## config.mk

```make
export PLATFORM = sky130hd
export DESIGN_NAME = tdc_serial_rx_manager
export DESIGN_NICKNAME = d
export VERILOG_FILES = /design/src/rtl/tdc_link_pkg.sv /design/src/rtl/serial_rx_byte.sv /design/src/rtl/tdc_serial_rx_manager.sv
export SDC_FILE = /design/constraint.sdc
export NUM_CORES = 1
export LEC_CHECK = 0
export CAP_MARGIN = 10
export CORE_MARGIN = 4
export CORE_UTILIZATION = 50
export CTS_BUF_LIST = sky130_fd_sc_hd__clkbuf_8 sky130_fd_sc_hd__clkbuf_16
export CTS_CLUSTER_DIAMETER = 30
export DETAILED_ROUTE_END_ITERATION = 12
export GPL_TIMING_DRIVEN = 0
export PLACE_DENSITY_LB_ADDON = 0.3
export SLEW_MARGIN = 0
export SYNTH_ARGS = -nofsm -noshare
export SYNTH_HDL_FRONTEND = slang
export SYNTH_SLANG_ARGS = --single-unit
```

## constraint.sdc

```tcl
create_clock -name clk -period 5.81 [get_ports clk]
set_input_delay 1.162 -clock clk [delete_from_list [all_inputs] [get_ports clk]]
set_output_delay 1.162 -clock clk [all_outputs]
set_load 0.01 [all_outputs]
```

## src/rtl/tdc_link_pkg.sv

```systemverilog
// Shared constants and types for the TDC serial link (transmitter and receiver).
package tdc_link_pkg;
    localparam int TDC_WORD_W          = 48;
    localparam int TDC_WORD_BYTES      = 6;
    localparam int UART_DATA_BITS      = 8;
    localparam int DEFAULT_CLK_PER_BIT = 17;

    typedef enum logic [2:0] {
        RX_IDLE,
        RX_START,
        RX_DATA,
        RX_STOP,
        RX_WAIT_IDLE
    } rx_state_t;
endpackage

```

## src/rtl/serial_rx_byte.sv

```systemverilog
// 8N1 UART byte receiver: 2-FF synchroniser on rx, then a mid-bit sampling byte FSM.
module serial_rx_byte
    import tdc_link_pkg::*;
#(
    parameter int CLK_PER_BIT = DEFAULT_CLK_PER_BIT
) (
    input  logic                      clk,
    input  logic                      rst,
    input  logic                      rx,
    output logic                      byte_valid,
    output logic [UART_DATA_BITS-1:0] byte_data,
    output logic                      frame_err,
    output logic                      idle
);
    localparam int CNT_W = $clog2(CLK_PER_BIT);
    localparam int BIT_W = $clog2(UART_DATA_BITS);
    localparam logic [CNT_W-1:0] HALF_CNT = CNT_W'(CLK_PER_BIT / 2 - 1);
    localparam logic [CNT_W-1:0] FULL_CNT = CNT_W'(CLK_PER_BIT - 1);
    localparam logic [BIT_W-1:0] LAST_BIT = BIT_W'(UART_DATA_BITS - 1);

    rx_state_t                 state, state_d;
    logic                      rx_meta, rx_sync;
    logic [CNT_W-1:0]          cnt, cnt_d;
    logic [BIT_W-1:0]          bit_idx, bit_idx_d;
    logic [UART_DATA_BITS-1:0] shift, shift_d;
    logic                      byte_valid_d, frame_err_d;

    // NOTE: sequential state uses <= so every flop samples pre-edge values, regardless of statement order.
    always_ff @(posedge clk or negedge rst) begin
        if (!rst) begin
            rx_meta    <= 1'b1;
            rx_sync    <= 1'b1;
            state      <= RX_IDLE;
            cnt        <= '0;
            bit_idx    <= '0;
            shift      <= '0;
            byte_valid <= 1'b0;
            frame_err  <= 1'b0;
        end else begin
            rx_meta    <= rx;
            rx_sync    <= rx_meta;
            state      <= state_d;
            cnt        <= cnt_d;
            bit_idx    <= bit_idx_d;
            shift      <= shift_d;
            byte_valid <= byte_valid_d;
            frame_err  <= frame_err_d;
        end
    end

    // NOTE: every output of this block is given a default first, so no path can infer a latch.
    always_comb begin
        state_d      = state;
        cnt_d        = cnt;
        bit_idx_d    = bit_idx;
        shift_d      = shift;
        byte_valid_d = 1'b0;
        frame_err_d  = 1'b0;
        unique case (state)
            RX_IDLE: begin
                if (!rx_sync) begin
                    state_d = RX_START;
                    cnt_d   = '0;
                end
            end
            RX_START: begin
                if (cnt == HALF_CNT) begin
                    cnt_d     = '0;
                    bit_idx_d = '0;
                    state_d   = rx_sync ? RX_IDLE : RX_DATA;
                end else begin
                    cnt_d = cnt + CNT_W'(1);
                end
            end
            RX_DATA: begin
                if (cnt == FULL_CNT) begin
                    cnt_d     = '0;
                    shift_d   = {rx_sync, shift[UART_DATA_BITS-1:1]};
                    bit_idx_d = bit_idx + BIT_W'(1);
                    if (bit_idx == LAST_BIT) state_d = RX_STOP;
                end else begin
                    cnt_d = cnt + CNT_W'(1);
                end
            end
            RX_STOP: begin
                if (cnt == FULL_CNT) begin
                    cnt_d = '0;
                    if (rx_sync) begin
                        byte_valid_d = 1'b1;
                        state_d      = RX_IDLE;
                    end else begin
                        frame_err_d = 1'b1;
                        state_d     = RX_WAIT_IDLE;
                    end
                end else begin
                    cnt_d = cnt + CNT_W'(1);
                end
            end
            RX_WAIT_IDLE: begin
                if (rx_sync) state_d = RX_IDLE;
            end
            default: state_d = RX_IDLE;
        endcase
    end

    assign byte_data = shift;
    assign idle      = (state == RX_IDLE);
endmodule

```

## src/rtl/tdc_serial_rx_manager.sv

```systemverilog
// TDC serial link receiver: assembles 6 UART bytes (MSB first) into 48-bit words and queues them in a FIFO.
module tdc_serial_rx_manager
    import tdc_link_pkg::*;
#(
    parameter int CLK_PER_BIT  = DEFAULT_CLK_PER_BIT,
    parameter int DEPTH        = 8,
    parameter int TIMEOUT_BITS = 20
) (
    input  logic                    clk,
    input  logic                    rst,
    input  logic                    rx,
    input  logic                    rd_en,
    output logic [TDC_WORD_W-1:0]   dout,
    output logic                    empty,
    output logic                    full,
    output logic [$clog2(DEPTH):0]  count,
    output logic                    frame_err,
    output logic                    sync_err,
    output logic                    overflow
);
    localparam int AW       = $clog2(DEPTH);
    localparam int IDX_W    = $clog2(TDC_WORD_BYTES);
    localparam int TO_LIMIT = TIMEOUT_BITS * CLK_PER_BIT;
    localparam int TO_W     = $clog2(TO_LIMIT);
    localparam int SH_W     = TDC_WORD_W - UART_DATA_BITS;
    localparam logic [IDX_W-1:0] LAST_IDX = IDX_W'(TDC_WORD_BYTES - 1);
    localparam logic [TO_W-1:0]  TO_LAST  = TO_W'(TO_LIMIT - 1);

    logic                      byte_valid, rx_idle;
    logic [UART_DATA_BITS-1:0] byte_data;
    logic [IDX_W-1:0]          byte_idx;
    logic [SH_W-1:0]           word_sh;
    logic [TO_W-1:0]           to_cnt;
    logic                      push, push_ok, pop;
    logic [TDC_WORD_W-1:0]     push_word;
    logic [TDC_WORD_W-1:0]     mem [DEPTH];
    logic [AW-1:0]             wr_ptr, rd_ptr;
    logic [AW:0]               count_q;

    serial_rx_byte #(.CLK_PER_BIT(CLK_PER_BIT)) u_rx_byte (
        .clk        (clk),
        .rst        (rst),
        .rx         (rx),
        .byte_valid (byte_valid),
        .byte_data  (byte_data),
        .frame_err  (frame_err),
        .idle       (rx_idle)
    );

    // Earlier bytes shift up, so after six bytes the first one sits in the top byte lane.
    assign push      = byte_valid && (byte_idx == LAST_IDX);
    assign push_word = {word_sh, byte_data};

    always_ff @(posedge clk or negedge rst) begin
        if (!rst) begin
            byte_idx <= '0;
            word_sh  <= '0;
            to_cnt   <= '0;
            sync_err <= 1'b0;
        end else begin
            sync_err <= 1'b0;
            if (frame_err) begin
                byte_idx <= '0;
                to_cnt   <= '0;
            end else if (byte_valid) begin
                word_sh  <= {word_sh[SH_W-UART_DATA_BITS-1:0], byte_data};
                byte_idx <= (byte_idx == LAST_IDX) ? '0 : byte_idx + IDX_W'(1);
                to_cnt   <= '0;
            end else if (byte_idx != '0 && rx_idle) begin
                if (to_cnt == TO_LAST) begin
                    sync_err <= 1'b1;
                    byte_idx <= '0;
                    to_cnt   <= '0;
                end else begin
                    to_cnt <= to_cnt + TO_W'(1);
                end
            end else begin
                to_cnt <= '0;
            end
        end
    end

    assign full    = (count_q == (AW+1)'(DEPTH));
    assign empty   = (count_q == '0);
    assign push_ok = push && !full;
    assign pop     = rd_en && !empty;
    assign count   = count_q;

    // NOTE: the storage array has no reset; only pointers and count define which entries are valid.
    always_ff @(posedge clk) begin
        if (push_ok) mem[wr_ptr] <= push_word;
    end

    always_ff @(posedge clk or negedge rst) begin
        if (!rst) begin
            wr_ptr   <= '0;
            rd_ptr   <= '0;
            count_q  <= '0;
            dout     <= '0;
            overflow <= 1'b0;
        end else begin
            if (push && full) overflow <= 1'b1;
            if (push_ok) wr_ptr <= wr_ptr + AW'(1);
            if (pop) begin
                dout   <= mem[rd_ptr];
                rd_ptr <= rd_ptr + AW'(1);
            end
            unique case ({push_ok, pop})
                2'b10:   count_q <= count_q + (AW+1)'(1);
                2'b01:   count_q <= count_q - (AW+1)'(1);
                default: count_q <= count_q;
            endcase
        end
    end
endmodule
```

==> results of run 1 <==
-- where the power goes --
group	leakage, nW	internal, W	total [W]	switching [W]
Clock	1.75	0.00402	0.00605	0.00203
Sequential	4.89	0.00413	0.00425	0.000125
Combinational	2.37	0.000896	0.00192	0.00103
-- registers in the layout, summed over array words and instances, names as in the netlist --
name                  count
rd_ptr                    3
u_rx_byte.byte_valid      1
mem                     384
sync_err                  1
dout                     48
u_rx_byte.rx_sync         1
u_rx_byte.rx_meta         1
overflow                  1
u_rx_byte.byte_data       8
u_rx_byte.cnt             5
u_rx_byte.bit_idx         3
count                     4
wr_ptr                    3
u_rx_byte.state           3
to_cnt                    9
u_rx_byte.frame_err       1
byte_idx                  3
word_sh                  40
-- layout by cell type (no fill, tap or decap), types with 4 or more instances in the layout --
master           netlist  layout
edfxtp_1             384     384
nand2_1              188     188
dfrtp_1              133     133
clkbuf_16              0     104
mux4_2                96      96
clkdlybuf4s50_1        0      59
o21ai_0               54      54
mux2i_1               51      51
clkbuf_1              27      27
clkinvlp_4             0      21
inv_1                 13      20
nor2_1                26      20
inv_6                  0      17
buf_4                 14      14
bufinv_16              0      14
buf_2                 11      11
buf_6                  1      11
ha_1                  10      10
mux2_2                 9       9
clkinv_4               0       9
clkinv_2               0       9
clkbuf_8               1       8
xor2_1                 8       8
buf_12                 0       8
nand3_1                7       7
nor2_4                 0       6
xnor2_1                5       5
clkinv_1               0       5
buf_16                 0       5
nand4b_1               4       4
nand2b_1               4       4
o21ai_1                4       4
-- metrics by stage --
| stage | utilization | TNS [ps] | hold slack, ps |
|---|---|---|---|
| 6_report | 0.649 | 0 | 356 |
| 3_5_place_dp | 0.555 | 0 | 352 |
| 5_1_grt | 0.649 | 0 | 356 |
| 4_1_cts | 0.649 | 0 | 357 |
| 3_3_place_gp | 0.542 | -569400 | 346 |
| 2_1_floorplan | - | 0 | 345 |
-- layout make-up --
type / count / area share
flip-flops and latches: 519 / 0.590
clock buffers: 111 / 0.107
well taps: 518 / 0.0257
repair buffers: 85 / 0.0414
multi-input cells: 515 / 0.185
plain buffers: 54 / 0.0113
clock inverters: 86 / 0.0378
inverters: 14 / 0.00208
-- worst max path at each step --
stage	slack [ps]	startpoint	endpoint
4_1_cts	2440	count[1]	full
3_3_place_gp	-2690	count[3]	mem[0][17]
5_1_grt	2360	count[1]	full
6_report	2450	count[1]	full
3_5_place_dp	2290	rd_en	count[3]
2_1_floorplan	950	count[3]	mem[4][0]
-- per-layer routing --
layer	routed length (µm)	vias to the layer above
li1	-	4653
met1	17900	5454
met2	21700	354
met3	2920	85
met4	1030	0
met5	0	-
-- cell families (layout without fill, tap and decap cells) --
kind of cell,Yosys count,after routing,synth area share
xor+xnor,13,13,0.00573
buf+inv,68,350,0.0171
mux,156,156,0.140
compound gates,74,74,0.0218
flops,519,519,0.751
fa+ha+maj,11,11,0.00731
simple gates,261,261,0.0576
==> impl_metrics.py, run 1 <==
metrics = {
    "run_status": {
        "outcome": "finished clean",
    },
    "floorplan": {
        "die-height_um": 207,
        "die_w_um": 207,
        "io-pin-count": 61,
        "row_count": 72,
        "fp.dieArea_mm2": 0.0430,
        "initial_cell_density_of_the_core": 0.510,
        "placeableCoreArea_mm2": 0.0389,
    },
    "grt": {
        "grt_pass1_wl_um": 68100,
        "grt_use_met2": 0.340,
        "antenna_found_initial": 0,
        "pin_count_of_the_biggest_net_entering_global_routing": 78,
        "gr-total-overflow": 0,
        "grt.total_usage": 0.205,
        "via_count_of_the_first_global_routing_pass": 11484,
        "grt_use_met3": 0.0488,
        "grt_use_met1": 0.273,
        "grt-busiest-layer": "met2",
    },
    "logic_synthesis": {
        "synth_enable_flop_cells": 384,
        "syn_nets": 1117,
        "synthArstFlopShare": 0.260,
        "synthesis.area_per_instance_um2": 18.0,
        "post_synth_instance_area_mm2": 0.0199,
        "ys_seq_area_frac": 0.751,
        "ys_types": 56,
        "postSynthCellCount": 1102,
        "synthTopCellsByArea": "edfxtp_1 (58%), dfrtp_1 (17%), mux4_2 (11%), nand2_1 (3.6%), mux2i_1 (2.6%)",
        "synth.top_cells.by_count": "edfxtp_1 (384), nand2_1 (188), dfrtp_1 (133)",
        "post-synth-top-area-cell": "edfxtp_1",
        "flop_and_latch_count_out_of_synthesis": 519,
        "ys.warnings.count": 0,
        "post-synth-top-count-cell": "edfxtp_1",
        "synth_ff_type": "edfxtp_1",
        "synth_top_area_share": 0.581,
    },
    "layout": {
        "final_area_mm2": 0.0253,
        "nFillCells": 2592,
        "syn2layout_area_growth_pct": 27.2,
        "drive_above_1_share": 0.263,
        "multiInputGateArea_mm2": 0.00467,
        "sequential_cell_area_mm2": 0.0149,
        "insertedDiodeCount": 0,
        "nets": 1308,
        "instances_no_fill": 1902,
    },
    "cts": {
        "cts_tree": "yes",
        "cts_max_level": 3,
        "clock-root-buffer": "clkbuf_16",
        "cts_num_sinks": 519,
        "worstSkewPairLatency_ps": 620,
        "clk_pin_slew_worst_paths_ps": 50,
        "cts_hold_repair.buffers": 0,
        "numCtsBuffers": 104,
        "cts_resized": 0,
        "maximum_root_to_sink_buffer_count": 3,
        "postCtsSetupBuffers": 0,
    },
    "drt": {
        "drt_iter0_markers": 791,
        "via_per_inst": 5.54,
        "detail_route.drc_violations": 0,
        "firstDrtPassIters": 5,
        "vias": 10546,
        "total_routed_length_um": 43600,
        "detailed_route_wire_length_per_cell_um": 22.9,
        "postRouteAntennaNets": 0,
    },
    "setup_path": {
        "crit_fanout": 6,
        "ff2ff_setup_slack_ps": 3020,
        "worst_setup_path_start_kind": "flop",
        "cp.depth": 2,
        "timing.critical_path.slowest_stage_cell": "clkdlybuf4s50_1",
        "ff2ff_path_depth": 6,
        "cp_cell_sequence": "nor4b_2 -> clkdlybuf4s50_1",
        "r2r-end": "mem[0][29]",
        "worst_path_largest_cell_delay_ps": 630,
        "critPathTopFamily": "buffers and inverters",
        "crit-reg2reg-launch": "count[3]",
        "end_kind": "output pin",
        "timing.critical_path.required_ps": 4650,
        "worst-setup-path-type": "reg2out",
        "critPathBufInv": 1,
        "cp_arrival_ps": 2200,
    },
    "placement": {
        "dp_cells": 1705,
        "placed_area_mm2": 0.0216,
        "hpwlAfterDp_um": 25500,
        "port-buffer-count": 60,
        "dp_slack_ps": 2290,
        "global_placer_s_final_weighted_congestion": 0.772,
    },
    "flow_run": {
        "drv_cap": 0,
    },
    "worst_hold_path": {
        "min_to": "u_rx_byte.rx_sync",
        "hold_path_startpoint": "u_rx_byte.rx_meta",
        "worst_hold_path_type": "reg2reg",
        "worst_hold_path.num_cells": 0,
    },
    "timing": {
        "rsz0062_at_grt": "false",
        "maxSlewViolCount": 0,
        "tightestPinTransition_ps": 916,
        "period_needed_ps": 3360,
        "maxSlewHeadroom": 0.386,
        "clock_skew_ps": 26.7,
        "hold_viol_final": 0,
        "setup_viol_count_final": 0,
        "max_freq_mhz": 297,
        "final_critical_path_setup_slack_ps": 2450,
        "post_route_clock_period_utilization": 0.579,
    },
    "power_and_ir_drop": {
        "finalPower_w": 0.0122,
        "ir_worst_vdd_v": 0.000302,
        "power.leakage_nw": 9.02,
        "p_per_area_mw_per_mm2": 484,
    },
}
Power figures use the tool's default switching activity.
==> inputs of run 2 (changes only) <==
- clock period: 5.81 -> 3.3 ns (I/O delays scaled with it)
==> run 2 against run 1 <==
- register-to-register slack got worse by 2600 ps
- highest routed layer unchanged
- clock skew fell by 1.3 ps
- combinational power rose by 67%
- clock power rose by 74%
==> impl_metrics.py, run 2 (same netlist as run 1, synthesis figures left out) <==
metrics = {
    "run_status": {
        "outcome": "finished clean",
    },
    "cts": {
        "cts_hold_repair.buffers": 0,
        "cts_resized": 0,
        "clock-root-buffer": "clkbuf_16",
        "cts_max_level": 3,
        "clk_pin_slew_worst_paths_ps": 50,
        "worstSkewPairLatency_ps": 600,
        "maximum_root_to_sink_buffer_count": 3,
        "numCtsBuffers": 101,
        "cts_num_sinks": 519,
        "postCtsSetupBuffers": 0,
        "cts_tree": "yes",
    },
    "layout": {
        "registers.top_by_ff_count": "mem",
        "number_of_flip_flops_under_the_largest_register_name": 384,
        "reg_top3": "mem x384, dout x48, word_sh x40",
        "nets": 1299,
        "nFillCells": 2602,
        "drive_above_1_share": 0.252,
        "insertedDiodeCount": 0,
        "final_cell_mix": "edfxtp_1 (384), nand2_1 (188), dfrtp_1 (133), clkbuf_16 (103), mux4_2 (96)",
        "final_area_mm2": 0.0252,
        "sequential_cell_area_mm2": 0.0149,
        "post-route-util": 0.647,
        "syn2layout_area_growth_pct": 26.8,
        "layout_commonest_cell": "edfxtp_1",
        "multiInputGateArea_mm2": 0.00468,
    },
    "setup_path": {
        "worst_setup_path_start_kind": "flop",
        "critPathBufInv": 2,
        "timing.critical_path.slowest_stage_cell": "nor3_4",
        "critPathLaunch": "count[3]",
        "worst_path_largest_cell_delay_ps": 820,
        "ff2ff_path_depth": 6,
        "crit-reg2reg-launch": "count[3]",
        "end_kind": "flop",
        "r2r-end": "mem[4][25]",
        "ff2ff_setup_slack_ps": 460,
        "worst-setup-path-type": "reg2reg",
        "cp_arrival_ps": 3130,
        "critPathTopFamily": "simple AND/OR/NAND/NOR gates",
        "cp_cell_sequence": "nor4b_2 -> nor2_1 -> nand2_1 -> nor3_4 -> buf_16 -> buf_8",
        "timing.critical_path.required_ps": 3590,
        "crit_fanout": 14,
    },
    "flow_run": {
        "drv_cap": 0,
    },
    "power_and_ir_drop": {
        "share_seq_of_total_power": 0.355,
        "power.clock.fraction": 0.494,
        "swShare": 0.252,
        "p_per_area_mw_per_mm2": 842,
        "p_switching_w": 0.00535,
        "logic_pwr_share": 0.151,
        "ir_worst_vdd_v": 0.000485,
        "pint_w": 0.0159,
        "power.leakage_nw": 9.07,
        "finalPower_w": 0.0212,
    },
    "timing": {
        "maxSlewHeadroom": 0.360,
        "tightestPinTransition_ps": 957,
        "max_freq_mhz": 352,
        "clock_skew_ps": 25.4,
        "setup_viol_count_final": 0,
        "period_needed_ps": 2840,
        "post_route_clock_period_utilization": 0.862,
        "hold_viol_final": 0,
        "rsz0062_at_grt": "false",
        "final.setup.tns_ps": 0,
        "maxSlewViolCount": 0,
    },
    "drt": {
        "drt_iter0_markers": 859,
        "vias": 10584,
        "via_per_inst": 5.60,
        "total_routed_length_um": 43600,
        "postRouteAntennaNets": 0,
        "firstDrtPassIters": 5,
        "detail_route.drc_violations": 0,
        "detailed_route_wire_length_per_cell_um": 23.1,
    },
    "grt": {
        "grt.total_usage": 0.207,
        "grt_use_met1": 0.275,
        "pin_count_of_the_biggest_net_entering_global_routing": 78,
        "via_count_of_the_first_global_routing_pass": 11457,
        "grt_use_met2": 0.346,
        "antenna_found_initial": 0,
        "grt_pass1_wl_um": 68300,
        "gr-total-overflow": 0,
        "grt-busiest-layer": "met2",
        "grt_use_met3": 0.0450,
    },
    "floorplan": {
        "die_w_um": 207,
        "fp.dieArea_mm2": 0.0430,
        "io-pin-count": 61,
        "initial_cell_density_of_the_core": 0.510,
        "placeableCoreArea_mm2": 0.0389,
        "die-height_um": 207,
        "row_count": 72,
    },
    "worst_hold_path": {
        "worst_hold_path_type": "in2async",
    },
    "placement": {
        "placed_area_mm2": 0.0216,
        "global_placer_s_final_weighted_congestion": 0.762,
        "port-buffer-count": 60,
        "hpwlAfterDp_um": 25300,
    },
}
==> run 2: cell count changes in the layout (fill, tap and decap cells not counted), moves of 3 or more <==
cell,delta
clkinv_1,+4
bufinv_16,+3
clkinvlp_4,-11
inv_6,-4
clkbuf_8,-3
clkinv_4,-3
clkinv_8,-3
buf_16,+4
buf_6,-9
clkinv_2,+10
==> run 2: worst max path at each step <==
stage | depth (start not counted) | slack, ps | to
floorplan | 4 | -270 | mem[5][0]
global route | 9 | 180 | count[3]
global placement | 1 | -4420 | u_rx_byte.bit_idx[1]
CTS | 6 | 420 | mem[4][25]
detailed placement | 9 | 330 | count[3]
finish | 6 | 460 | mem[4][25]
==> run 2: cell type report <==
class                   count  area share
plain buffers              54      0.0114
clock buffers             107       0.105
clock inverters            84      0.0371
inverters                  14     0.00209
multi-input cells         515       0.186
flip-flops and latches    519       0.592
well taps                 518      0.0257
repair buffers             79      0.0413
==> run 2: routing by layer <==
metal | vias to the layer above | wire, µm
met3 | 87 | 2530
met2 | 363 | 22400
met5 | - | 0
met1 | 5517 | 17600
li1 | 4617 | -
met4 | 0 | 1110
==> run 2: stage by stage <==
stage,cells,hold slack [ps],worst slack (ps)
floorplan,1102,345,-274
global route,1890,81.0,176
global placement,1680,345,-4420
detailed placement,1699,347,326
finish,1890,49.6,455
CTS,1890,63.3,425
==> run 2: power groups by stage <==
stage          clock network, W  registers, W  logic (W)
2_1_floorplan                 0       0.00772    0.00182
3_3_place_gp                  0       0.00763    0.00321
3_5_place_dp                  0       0.00764    0.00325
4_1_cts                  0.0106       0.00753    0.00327
5_1_grt                  0.0110       0.00757    0.00349
6_report                 0.0105       0.00753    0.00320
==> run 2: worst reg2reg max path, stage by stage, from the launching register on <==
cell and delay (ps):
dfrtp_1 440, nor4b_2 220, nor2_1 300, nand2_1 320
nor3_4 820, buf_16 250, buf_8 180
==> inputs of run 3 (changes only) <==
- CORE_MARGIN: 4 -> unset
==> run 3 against run 2 <==
- routed wire length fell by 1.5%
- cell area fell by 0.76%
- final cell count fell by 0.90%
- non-clock buffer count did not move
- flip-flop and latch count did not move
- die area fell by 5.7%
- clock skew fell by 9.0 ps
- combinational power barely moved
- critical path depth did not move
- sequential power barely moved
- clock-buffer cell count fell by 9
- utilization fell by 0.49 points
- critical path type unchanged
- critical endpoint is now mem[4][21]
- largest power group unchanged
==> impl_metrics.py, run 3 (same netlist as run 1, synthesis figures left out) <==
metrics = {
    "run_status": {
        "outcome": "finished clean",
    },
    "cts": {
        "worstSkewPairLatency_ps": 610,
        "cts_resized": 0,
        "maximum_root_to_sink_buffer_count": 3,
        "cts_hold_repair.buffers": 0,
        "clk_pin_slew_worst_paths_ps": 50,
        "postCtsSetupBuffers": 0,
        "cts_tree": "yes",
        "clock-root-buffer": "clkbuf_16",
        "cts_num_sinks": 519,
        "numCtsBuffers": 93,
        "cts_max_level": 3,
    },
    "drt": {
        "firstDrtPassIters": 5,
        "detail_route.drc_violations": 0,
        "via_per_inst": 5.60,
        "drt_iter0_markers": 695,
        "total_routed_length_um": 42900,
        "vias": 10492,
        "detailed_route_wire_length_per_cell_um": 22.9,
        "postRouteAntennaNets": 0,
    },
    "grt": {
        "antenna_found_initial": 0,
        "grt_use_met1": 0.299,
        "grt-busiest-layer": "met2",
        "grt.total_usage": 0.221,
        "pin_count_of_the_biggest_net_entering_global_routing": 75,
        "grt_use_met2": 0.359,
        "grt_pass1_wl_um": 66300,
        "via_count_of_the_first_global_routing_pass": 11161,
        "gr-total-overflow": 0,
        "grt_use_met3": 0.0450,
    },
    "power_and_ir_drop": {
        "power.leakage_nw": 8.97,
        "ir_worst_vdd_v": 0.000465,
        "p_per_area_mw_per_mm2": 830,
        "finalPower_w": 0.0208,
    },
    "floorplan": {
        "io-pin-count": 61,
        "die_w_um": 201,
        "fp.dieArea_mm2": 0.0405,
        "initial_cell_density_of_the_core": 0.510,
        "placeableCoreArea_mm2": 0.0389,
        "row_count": 72,
        "die-height_um": 201,
    },
    "timing": {
        "setup_viol_count_final": 0,
        "max_freq_mhz": 353,
        "period_needed_ps": 2840,
        "hold_viol_final": 0,
        "maxSlewViolCount": 0,
        "tightestPinTransition_ps": 992,
        "post_route_clock_period_utilization": 0.859,
        "fin_hold_ws_ps": 60.6,
        "maxSlewHeadroom": 0.337,
        "clock_skew_ps": 16.4,
        "rsz0062_at_grt": "false",
    },
    "layout": {
        "syn2layout_area_growth_pct": 25.8,
        "multiInputGateArea_mm2": 0.00468,
        "nFillCells": 2665,
        "drive_above_1_share": 0.246,
        "number_of_flip_flops_under_the_largest_register_name": 384,
        "final_cell_mix": "edfxtp_1 (384), nand2_1 (188), dfrtp_1 (133), mux4_2 (96), clkbuf_16 (95)",
        "sequential_cell_area_mm2": 0.0149,
        "registers.top_by_ff_count": "mem",
        "nets": 1291,
        "reg_top3": "mem x384, dout x48, word_sh x40",
        "insertedDiodeCount": 0,
        "layout_commonest_cell": "edfxtp_1",
    },
    "setup_path": {
        "timing.critical_path.slowest_stage_cell": "nor3_4",
        "library_cell_appearing_most_often_on_the_critical_path": "buf_16",
        "worst_setup_path_start_kind": "flop",
        "timing.critical_path.required_ps": 3610,
        "crit_fanout": 13,
        "crit-reg2reg-launch": "byte_idx[1]",
        "worst-setup-path-type": "reg2reg",
        "cp_arrival_ps": 3140,
        "critPathLaunch": "byte_idx[1]",
        "end_kind": "flop",
        "cp_cell_sequence": "nand4b_1 -> nor2_1 -> nand2_1 -> nor3_4 -> buf_16 -> buf_16",
        "worst_path_largest_cell_delay_ps": 840,
    },
    "placement": {
        "global_placer_s_final_weighted_congestion": 0.739,
        "port-buffer-count": 60,
        "hpwlAfterDp_um": 25200,
    },
    "worst_hold_path": {
        "worst_hold_path_type": "in2async",
    },
    "flow_run": {
        "drv_cap": 0,
    },
}
## run 3: path summary, 6_finish.rpt
kind	endpoint	slack (ps)	cells past startpoint
max reg2reg	mem[4][21]	460	6
max	mem[4][21]	460	6
max in group asynchronous	u_rx_byte.rx_meta	2340	2
min	dout[30]	60	1
min in group clk	u_rx_byte.rx_sync	350	0
min reg2reg	u_rx_byte.rx_sync	350	0
## run 3: critical path, delay by kind of cell, from the launching register on
kind / cells / cell delay [ps]
flops: 1 / 410
buf+inv: 2 / 410
simple gates: 4 / 1690
## run 3: routing by layer
metal / share of wire / wire length [µm] / up-vias
met4: 0.025 / 1070 / 0
met5: 0 / 0 / -
met3: 0.068 / 2910 / 82
li1: - / - / 4601
met2: 0.49 / 21200 / 363
met1: 0.41 / 17700 / 5446
## run 3: layout make-up
| type | instances | area share |
|---|---|---|
| Clock buffer | 98 | 0.0968 |
| Clock inverter | 76 | 0.0370 |
| Sequential cell | 519 | 0.597 |
| Timing Repair Buffer | 79 | 0.0429 |
| Multi-Input combinational cell | 515 | 0.187 |
| Buffer | 54 | 0.0115 |
| Inverter | 14 | 0.00210 |
| Tap cell | 518 | 0.0259 |
## run 3: through the flow
| step | util | setup WS (ps) | cells | setup TNS, ps | cell area [µm²] |
|---|---|---|---|---|---|
| after floorplan | - | -274 | 1102 | -85330 | 19900 |
| after global placement | 0.543 | -4420 | 1680 | -1474480 | 21100 |
| after detailed placement | 0.556 | 310 | 1699 | 0 | 21600 |
| after CTS | 0.642 | 457 | 1873 | 0 | 25000 |
| after global routing | 0.642 | 279 | 1873 | 0 | 25000 |
| final | 0.642 | 464 | 1873 | 0 | 25000 |
## run 3: power breakdown
group,switching [W],internal (W),total [W]
clock network,0.00335,0.00669,0.0100
registers,0.000241,0.00728,0.00752
logic,0.00174,0.00145,0.00319
